### config.mk
export PLATFORM = sky130hd
export DESIGN_NAME = plot_scheduler
export DESIGN_NICKNAME = d
export VERILOG_FILES = /design/src/rtl/plot_scheduler_pkg.sv /design/src/rtl/plot_fifo.sv /design/src/rtl/plot_scheduler.sv
export SDC_FILE = /design/constraint.sdc
export NUM_CORES = 1
export LEC_CHECK = 0
export BUFFER_PORTS_ARGS = -buffer_cell sky130_fd_sc_hd__buf_2
export CORE_AREA = 2 2 129 131
export CTS_CLUSTER_SIZE = 8
export DETAILED_ROUTE_END_ITERATION = 7
export DIE_AREA = 0 0 131 133
export PLACE_DENSITY = 0.71
export RECOVER_POWER = 50
export SLEW_MARGIN = 0
export SYNTH_ARGS = -nofsm -noshare
export SYNTH_HDL_FRONTEND = slang
export SYNTH_SLANG_ARGS = --single-unit
### constraint.sdc
create_clock -name CLOCK_50 -period 3.24 [get_ports CLOCK_50]
set_clock_uncertainty 0.2 [all_clocks]
set_input_delay 0.648 -clock CLOCK_50 [delete_from_list [all_inputs] [get_ports CLOCK_50]]
set_output_delay 0.648 -clock CLOCK_50 [all_outputs]
set_load 0.1 [all_outputs]
### src/rtl/plot_scheduler_pkg.sv
// Shared widths, screen extents, plot record and scheduler state encoding
// for the plot scheduler slice.
package plot_scheduler_pkg;

   localparam int PLOT_X_W     = 8;
   localparam int PLOT_Y_W     = 7;
   localparam int PLOT_COLOR_W = 3;
   localparam int SCREEN_X_MAX = 159;
   localparam int SCREEN_Y_MAX = 119;

   // Default-width plot record; the scheduler rebuilds it with its own parameters.
   typedef struct packed {
      logic [PLOT_X_W-1:0]     x;
      logic [PLOT_Y_W-1:0]     y;
      logic [PLOT_COLOR_W-1:0] colour;
   } plot_t;

   typedef enum logic {
      DRAIN = 1'b0,
      CLEAR = 1'b1
   } sched_state_e;

endpackage

### src/rtl/plot_fifo.sv
// Synchronous FIFO with registered read data and an occupancy count.
// A push into a full FIFO is accepted only when a pop happens in the same cycle.
module plot_fifo #(
   parameter int DEPTH = 8,
   parameter int DW    = 18
) (
   input  logic                     clk,
   input  logic                     rst_n,
   input  logic                     push,
   input  logic [DW-1:0]            wdata,
   input  logic                     pop,
   output logic [DW-1:0]            rdata,
   output logic                     full,
   output logic                     empty,
   output logic [$clog2(DEPTH):0]   count
);

   localparam int AW = $clog2(DEPTH);

   logic [DW-1:0] mem [DEPTH];
   logic [AW-1:0] wr_ptr;
   logic [AW-1:0] rd_ptr;
   logic          do_push;
   logic          do_pop;

   assign full    = (count == (AW+1)'(DEPTH));
   assign empty   = (count == '0);
   assign do_pop  = pop && !empty;
   assign do_push = push && (!full || do_pop);

   always_ff @(posedge clk or negedge rst_n) begin
      if (!rst_n) begin
         wr_ptr <= '0;
         rd_ptr <= '0;
         count  <= '0;
         rdata  <= '0;
      end else begin
         if (do_push) wr_ptr <= wr_ptr + AW'(1);
         if (do_pop) begin
            rd_ptr <= rd_ptr + AW'(1);
            rdata  <= mem[rd_ptr];
         end
         if (do_push && !do_pop) count <= count + (AW+1)'(1);
         else if (do_pop && !do_push) count <= count - (AW+1)'(1);
      end
   end

   always_ff @(posedge clk) begin
      if (do_push) mem[wr_ptr] <= wdata;
   end

endmodule

### src/rtl/plot_scheduler.sv
// Paces a pixel source with a clock enable, queues its plots and feeds the VGA
// adapter one registered write per cycle, with a hardware screen-clear sweep.
module plot_scheduler
   import plot_scheduler_pkg::*;
#(
   parameter int DIV       = 2,
   parameter int DEPTH     = 8,
   parameter int AF_MARGIN = 2,
   parameter int X_W       = PLOT_X_W,
   parameter int Y_W       = PLOT_Y_W,
   parameter int COLOR_W   = PLOT_COLOR_W,
   parameter int X_MAX     = SCREEN_X_MAX,
   parameter int Y_MAX     = SCREEN_Y_MAX
) (
   input  logic               CLOCK_50,
   input  logic               resetn,
   output logic               tick,
   input  logic [X_W-1:0]     src_x,
   input  logic [Y_W-1:0]     src_y,
   input  logic [COLOR_W-1:0] src_colour,
   input  logic               src_plot,
   output logic               pause,
   input  logic               clear_req,
   input  logic [COLOR_W-1:0] clear_colour,
   output logic [X_W-1:0]     vga_x,
   output logic [Y_W-1:0]     vga_y,
   output logic [COLOR_W-1:0] vga_colour,
   output logic               vga_writeEn,
   output logic               busy,
   output logic               overflow
);

   localparam int CW    = (DIV > 1) ? $clog2(DIV) : 1;
   localparam int CNT_W = $clog2(DEPTH) + 1;
   localparam int DW    = X_W + Y_W + COLOR_W;

   localparam logic [CW-1:0]    DIV_LAST = CW'(DIV - 1);
   localparam logic [CNT_W-1:0] AF_THR   = CNT_W'(DEPTH - AF_MARGIN);
   localparam logic [X_W-1:0]   X_LAST   = X_W'(X_MAX);
   localparam logic [Y_W-1:0]   Y_LAST   = Y_W'(Y_MAX);

   typedef struct packed {
      logic [X_W-1:0]     x;
      logic [Y_W-1:0]     y;
      logic [COLOR_W-1:0] colour;
   } rec_t;

   sched_state_e        state, state_next;
   logic [CW-1:0]       div_cnt;
   logic                push_req, pop_req, sweep_write;
   logic                fifo_full, fifo_empty;
   logic [CNT_W-1:0]    fifo_count;
   logic [DW-1:0]       fifo_rdata;
   rec_t                head;
   logic [X_W-1:0]      sweep_x, sw_x;
   logic [Y_W-1:0]      sweep_y, sw_y;
   logic [COLOR_W-1:0]  fill_colour, sw_colour;
   logic                sel_fifo;

   assign push_req = tick && src_plot;
   assign head     = fifo_rdata;

   plot_fifo #(.DEPTH(DEPTH), .DW(DW)) u_fifo (
      .clk   (CLOCK_50),
      .rst_n (resetn),
      .push  (push_req),
      .wdata ({src_x, src_y, src_colour}),
      .pop   (pop_req),
      .rdata (fifo_rdata),
      .full  (fifo_full),
      .empty (fifo_empty),
      .count (fifo_count)
   );

   always_ff @(posedge CLOCK_50 or negedge resetn) begin
      if (!resetn) begin
         div_cnt <= '0;
         tick    <= 1'b0;
      end else begin
         tick    <= (div_cnt == DIV_LAST);
         div_cnt <= (div_cnt == DIV_LAST) ? '0 : div_cnt + CW'(1);
      end
   end

   // A pending clear wins over draining, so nothing is popped in the transition cycle.
   always_comb begin
      state_next  = state;
      pop_req     = 1'b0;
      sweep_write = 1'b0;
      case (state)
         DRAIN: begin
            if (clear_req) state_next = CLEAR;
            else           pop_req    = !fifo_empty;
         end
         CLEAR: begin
            sweep_write = 1'b1;
            if (sweep_x == X_LAST && sweep_y == Y_LAST) state_next = DRAIN;
         end
         default: state_next = DRAIN;
      endcase
   end

   always_ff @(posedge CLOCK_50 or negedge resetn) begin
      if (!resetn) begin
         state       <= DRAIN;
         sweep_x     <= '0;
         sweep_y     <= '0;
         fill_colour <= '0;
         sw_x        <= '0;
         sw_y        <= '0;
         sw_colour   <= '0;
         sel_fifo    <= 1'b0;
         vga_writeEn <= 1'b0;
         pause       <= 1'b0;
         overflow    <= 1'b0;
      end else begin
         state <= state_next;
         if (state == DRAIN && clear_req) begin
            sweep_x     <= '0;
            sweep_y     <= '0;
            fill_colour <= clear_colour;
         end else if (sweep_write) begin
            sw_x      <= sweep_x;
            sw_y      <= sweep_y;
            sw_colour <= fill_colour;
            if (sweep_x == X_LAST) begin
               sweep_x <= '0;
               sweep_y <= sweep_y + Y_W'(1);
            end else begin
               sweep_x <= sweep_x + X_W'(1);
            end
         end
         vga_writeEn <= pop_req || sweep_write;
         if (pop_req)          sel_fifo <= 1'b1;
         else if (sweep_write) sel_fifo <= 1'b0;
         pause    <= (fifo_count >= AF_THR) || (state == CLEAR) || clear_req;
         overflow <= overflow || (push_req && fifo_full && !pop_req);
      end
   end

   // Both write sources are registers that only change when they are written,
   // so the selected one holds the last address whenever the strobe is low.
   assign vga_x      = sel_fifo ? head.x      : sw_x;
   assign vga_y      = sel_fifo ? head.y      : sw_y;
   assign vga_colour = sel_fifo ? head.colour : sw_colour;

   assign busy = (state == CLEAR) || (fifo_count != '0) || vga_writeEn;

endmodule

# After elaboration in Yosys (flattened, before gate mapping)
# Memories as Yosys holds them, arrays and structs flattened. A register that Yosys moved wholly into a read port is not among the register bits.
# Cells that the tools add are included.
classes:
  n_addsub: 7
  magnitude_cmp: 1
  n_eq_ne: 3
  mux: 22
  bitwise_logic: 2
  n_reduce_logical: 30
op_table:
  columns: ["operator", "count"]
  rows:
  - ["2-to-1 mux 8 bit", 4]
  - ["2-to-1 mux 7 bit", 4]
  - ["2-to-1 mux 1 bit", 10]
  - ["logical AND 1 bit", 9]
  - ["adder 8 x 1 -> 8 bit, second input constant", 1]
  - ["== test 8 bit, second input constant", 1]
  - ["2-to-1 mux 4 bit", 2]
  - ["nonzero test 2 bit", 4]
  - ["adder 7 x 1 -> 7 bit, second input constant", 1]
  - ["== test 7 bit, second input constant", 1]
  - ["logical OR 1 bit", 7]
  - ["adder 3 x 1 -> 3 bit, second input constant", 2]
  - ["logical NOT 1 bit", 6]
  - ["adder 4 x 1 -> 4 bit, second input constant", 1]
  - ["== test 4 bit, second input constant", 1]
  - ["greater-or-equal comparator 4 x 3 -> 1 bit, second input constant", 1]
  - ["logical NOT 4 bit", 1]
  - ["AND reduction 2 bit", 2]
  - ["nonzero test 4 bit", 1]
  - ["subtractor 4 x 1 -> 4 bit, second input constant", 1]
  - ["2-to-1 mux 3 bit", 1]
  - ["inverter 1 bit", 2]
  - ["one-hot mux 1 bit (2 select lines)", 1]
  - ["adder 1 bit, second input constant", 1]
totals:
  ff_bits: 53
  mem_bits_rw: 144
  input_bits: 25
  out_inout_bits: 23
  elab_cells: 82
  n_memories: 1
mem_list:
  columns: ["memory", "words", "word_bits", "read_ports", "rd_ports_with_merged_regs", "write_ports", "line_no", "text"]
  rows:
  - ["u_fifo.mem", 8, 18, 1, 1, 1, "plot_fifo.sv:20", "logic [DW-1:0] mem [DEPTH];"]

# Depth between registers and ports, before layout
logic_depth:
  ltp_word: 11
  ltp_mapped: 11

# Modules after synthesis
# A second synthesis with hierarchy kept.
hier_totals:
  hier_cells: 562
  area_unflattened_um2: 8812.2
modules_own_cells:
  columns: ["module", "instances", "cells_per_inst", "area_each_um2"]
  rows:
  - ["plot_fifo", 1, 391, 6771.5]
  - ["plot_scheduler", 1, 171, 2040.7]

# Least setup slack after synthesis
# No wires, ideal clock.
synth_timing:
  path_type: "register to register"
  start: "reg tick"
  end: "mem u_fifo.mem[0][0], enable pin"
  setup_time_ns: 0.439
  arrival_time_ns: 2.984
  t_required_ns: 2.601
  slack_ns: -0.384
  stages_incl_launch_ff: 3
  path_buffers: 0
  synth_period_minus_slack_ns: 3.624
  path_cell_list: "dfrtp_1 -> nand3_2 -> nor4_1"
synth_between:
  elab_chain_cells: 4
synth_lines:
  columns: ["element", "line_no", "text"]
  rows:
  - ["start, declared", "plot_scheduler.sv:17", "output logic tick,"]
  - ["start signal, assigned", "plot_scheduler.sv:80", "tick <= (div_cnt == DIV_LAST);"]
  - ["logical AND 1 bit", "plot_scheduler.sv:60", "assign push_req = tick && src_plot;"]
  - ["logical AND 1 bit", "plot_fifo.sv:29", "assign do_push = push && (!full || do_pop);"]
  - ["2-to-1 mux 1 bit", "plot_fifo.sv:49", "if (do_push) mem[wr_ptr] <= wdata;"]
  - ["2-to-1 mux 1 bit (not written as such)", "plot_fifo.sv:49", null]
  - ["end, declared", "plot_fifo.sv:20", null]
# No other way between the ends.

# Worst setup path after layout
layout_timing:
  start: "reg u_fifo.count[1]"
  end: "reg u_fifo.count[3]"
layout_between:
  elab_chain_cells: 10
  elab_cells_between_ends: 18
layout_lines:
  columns: ["element", "line_no", "text"]
  rows:
  - ["start, declared", "plot_fifo.sv:15", "output logic [$clog2(DEPTH):0] count"]
  - ["start signal, assigned", "plot_fifo.sv:43", "if (do_push && !do_pop) count <= count + (AW+1)'(1);"]
  - ["start signal, assigned", "plot_fifo.sv:44", "else if (do_pop && !do_push) count <= count - (AW+1)'(1);"]
  - ["logical NOT 4 bit", "plot_fifo.sv:27", "assign empty = (count == '0);"]
  - ["logical NOT 1 bit", "plot_fifo.sv:28, plot_scheduler.sv:93", null]
  - ["2-to-1 mux 1 bit", "plot_scheduler.sv:92", "if (clear_req) state_next = CLEAR;"]
  - ["2-to-1 mux 1 bit", "plot_scheduler.sv:90", "case (state)"]
  - ["logical AND 1 bit", "plot_fifo.sv:28", "assign do_pop = pop && !empty;"]
  - ["logical OR 1 bit (*)", "plot_fifo.sv:29", null]
  - ["logical AND 1 bit (*)", "plot_fifo.sv:29", null]
  - ["net u_fifo.do_push", "plot_fifo.sv:23", "logic do_push;"]
  - ["logical NOT 1 bit", "plot_fifo.sv:44", null]
  - ["logical AND 1 bit", "plot_fifo.sv:44", null]
  - ["nonzero test 2 bit (no line)", null, null]
# Mark *: on every way through the listed nets, which the timed path passes. The rest lies on a longest branch. The select of a mux whose other input is x is not followed.
# A chain may end at the register's enable or synchronous reset.

==> run metrics <==
synthesized instance count=490; Final Max Tran Viols=40; pwr dens=~780 mW/mm²; final setup vio count=0; crit path buf inv count=2; Multi-input gate area=between 0.002 and 0.0025 mm²; unrepaired setup endpoints after global routing=false; minimum clock period=2890 ps; DR vias/cell=roughly 5.6; Worst R2R End=u_fifo.count[3]; final period utilization=0.8920; Die Width=131 µm; Die H=133 µm; largest cells by area after synthesis=edfxtp_1 (50%), dfrtp_1 (20%), mux4_2 (9.3%), mux2_2 (5.4%), mux2i_1 (2.2%); Distinct cells, synth=48; end of the critical path=u_fifo.count[3]; Final Core Density=0.6197; clk slew on worst S/H paths=50 ps; Cell Rows=47; number of nets in the layout=598; Maximum Capacitance Violations=1; GRT Overall Usage=0.1895; setup_tns=0 ps; diodes inserted=0; Mapped Avg Cell Area=17.72 µm²; crit-path leading delay family=compound AO/OA/AOI/OAI gates; CP arrival=3080 ps; number of cells on the critical path=10; violated checks=capacitance limit, slew limit; Max Freq=~350 MHz; FILL cells=1154; FFs w/ async S/R, synth=0.3302; Wirelength per Cell=20.05 µm; Post-synth EDFFs=144; largest net degree at the start of global routing=41; synth cell count leaders=edfxtp_1 (144), dfrtp_1 (71), mux2_2 (42); crit-path max cell delay=450 ps; Routed Wire Length=15840 µm; hold crit path type=input pin to flop; Worst R2R Start=u_fifo.count[1]; Final ANT Viol Nets=0; Syn Nets=about 520; Max Root-Sink Buffers=3; CP cell instances=nor3_1 -> nand3_2 -> nand3_2 -> inv_2 -> ha_1 -> inv_1 -> ha_1 -> a21o_1 -> a2111oi_0 -> o31ai_1; # hold bufs at CTS=0; Primary FF master, synth=edfxtp_1; Slowest-stage cell, CP=dfrtp_1; Pleak=3.592 nW; R2R depth=10; Worst setup EP type=flop; H-tree depth=1; vias in the first global route=4746; top-count cell post-synth=edfxtp_1; PortBufs=47; FF/Latch Area=0.006102 mm²; # DRC=0; Synth top area share=0.4980; Core ar.=0.01617 mm²; Die Area=0.01742 mm²; clock latency on the worst-skew pair=between 500 and 600 ps; max_slew headroom=-0.4504; CP startpoint kind=flop; cts repair resizes=0; Peak VDD IR=0.4364 mV; Initial Util=0.5369; outcome=finished with violations; total setup buffers inserted after CTS=0; Critical Path Start=u_fifo.count[1]; IO Pins=48; via count=4409; Warnings, synthesis=0; CTS tree=built; post-synthesis register bit count=215; Layout area overhead=15.40%; critical path class=flop to flop; Pre-Repair DR Iteration Count=5; clk sinks=215; ratio of cells with drive above 1 in the final layout=0.2947; crit-path max FO=6; RePlAce Congestion=0.8020; initial antenna violation count=0; DR iter-0 viols=257; Num CTS Buffers=30; reg-to-reg slack, setup=350 ps; area leader, netlist=edfxtp_1; synthesized area=0.008683 mm²; grt ovf=0; first-pass GRT wire length=25050 µm; register area share after synthesis=0.7026; Slew @ Worst Pin=around 2200 ps; DPL Wire Length=between 9000 and 10000 µm; Final Hold Vio Count=0; Critical Path RT=3430 ps; clock root buffer master=clkbuf_16
## power by group
| part | switching (W) | internal, W |
|---|---|---|
| Clock | 0.00103 | 0.00164 |
| Combinational | 0.000894 | 0.000523 |
| Sequential | 0.000339 | 0.00335 |
| Total | 0.00227 | 0.00551 |
## logic make-up (layout without fill, tap and decap cells)
logic type,Yosys count,count (layout),share of synthesized area
AOI/OAI and AO/OA,48,48,0.03444
buffers and inverters,28,108,0.01887
and+or+nand+nor,82,82,0.04957
DFF,215,215,0.7026
adders and majority gates,8,8,0.01239
xor gates and xnor gates,11,11,0.01109
muxes,98,98,0.1710
## worst min-delay path by stage
stage / cells past startpoint / startpoint / endpoint
2_1_floorplan: 0 / resetn / div_cnt
3_3_place_gp: 0 / div_cnt / tick
3_5_place_dp: 0 / div_cnt / tick
4_1_cts: 1 / resetn / u_fifo.rdata[5]
5_1_grt: 2 / clear_req / vga_writeEn
6_report: 2 / clear_req / vga_writeEn
## layout by cell type (no fill, tap or decap), types with 6 or more instances in the layout
master       n
edfxtp_1   144
dfrtp_1     70
mux2_2      42
mux4_2      36
clkbuf_16   30
buf_2       28
clkbuf_1    26
nor2_1      25
a21oi_1     23
mux2i_1     19
nand2_1     17
buf_4       14
nand3_1      7
ha_1         7
inv_1        6
xnor2_1      6
## flip-flops by register name, summed over array words and instances, names as in the netlist, 4 cells and up
signal        count
sweep_y           7
sweep_x           8
sw_x              8
u_fifo.mem      144
u_fifo.rdata     18
u_fifo.count      4
sw_y              7
## area by class of cell
| type | instances | share of cell area |
|---|---|---|
| flip-flops and latches | 215 | 0.6089 |
| inverters | 7 | 0.002622 |
| clock buffers | 36 | 0.07716 |
| clock inverters | 1 | 0.002997 |
| repair buffers | 64 | 0.03596 |
| well taps | 220 | 0.02747 |
| multi-input cells | 247 | 0.2448 |
## metal layers
metal,vias up,global-route usage,wire length (µm)
li1,2036,-,-
met1,2252,0.2646,6799
met2,98,0.3123,8059
met3,23,0.03720,739
met4,0,0.04255,242
met5,-,0,0
## through the flow
| stage | power [W] | cell area, µm² | setup slack, ps | cells | hold WS (ps) |
|---|---|---|---|---|---|
| 2_1_floorplan | 0.004797 | 8695 | 71.83 | 490 | 152.4 |
| 3_5_place_dp | 0.005152 | 9245 | 36.66 | 753 | 159.9 |
| 4_1_cts | 0.007852 | 10050 | 314.5 | 790 | 73.78 |
| 3_3_place_gp | 0.005080 | 9245 | 183.0 | 753 | 161.2 |
| 5_1_grt | 0.008110 | 10020 | 51.49 | 790 | 137.0 |
| 6_report | 0.007777 | 10020 | 349.8 | 790 | 149.9 |
Power figures use the tool's default switching activity.
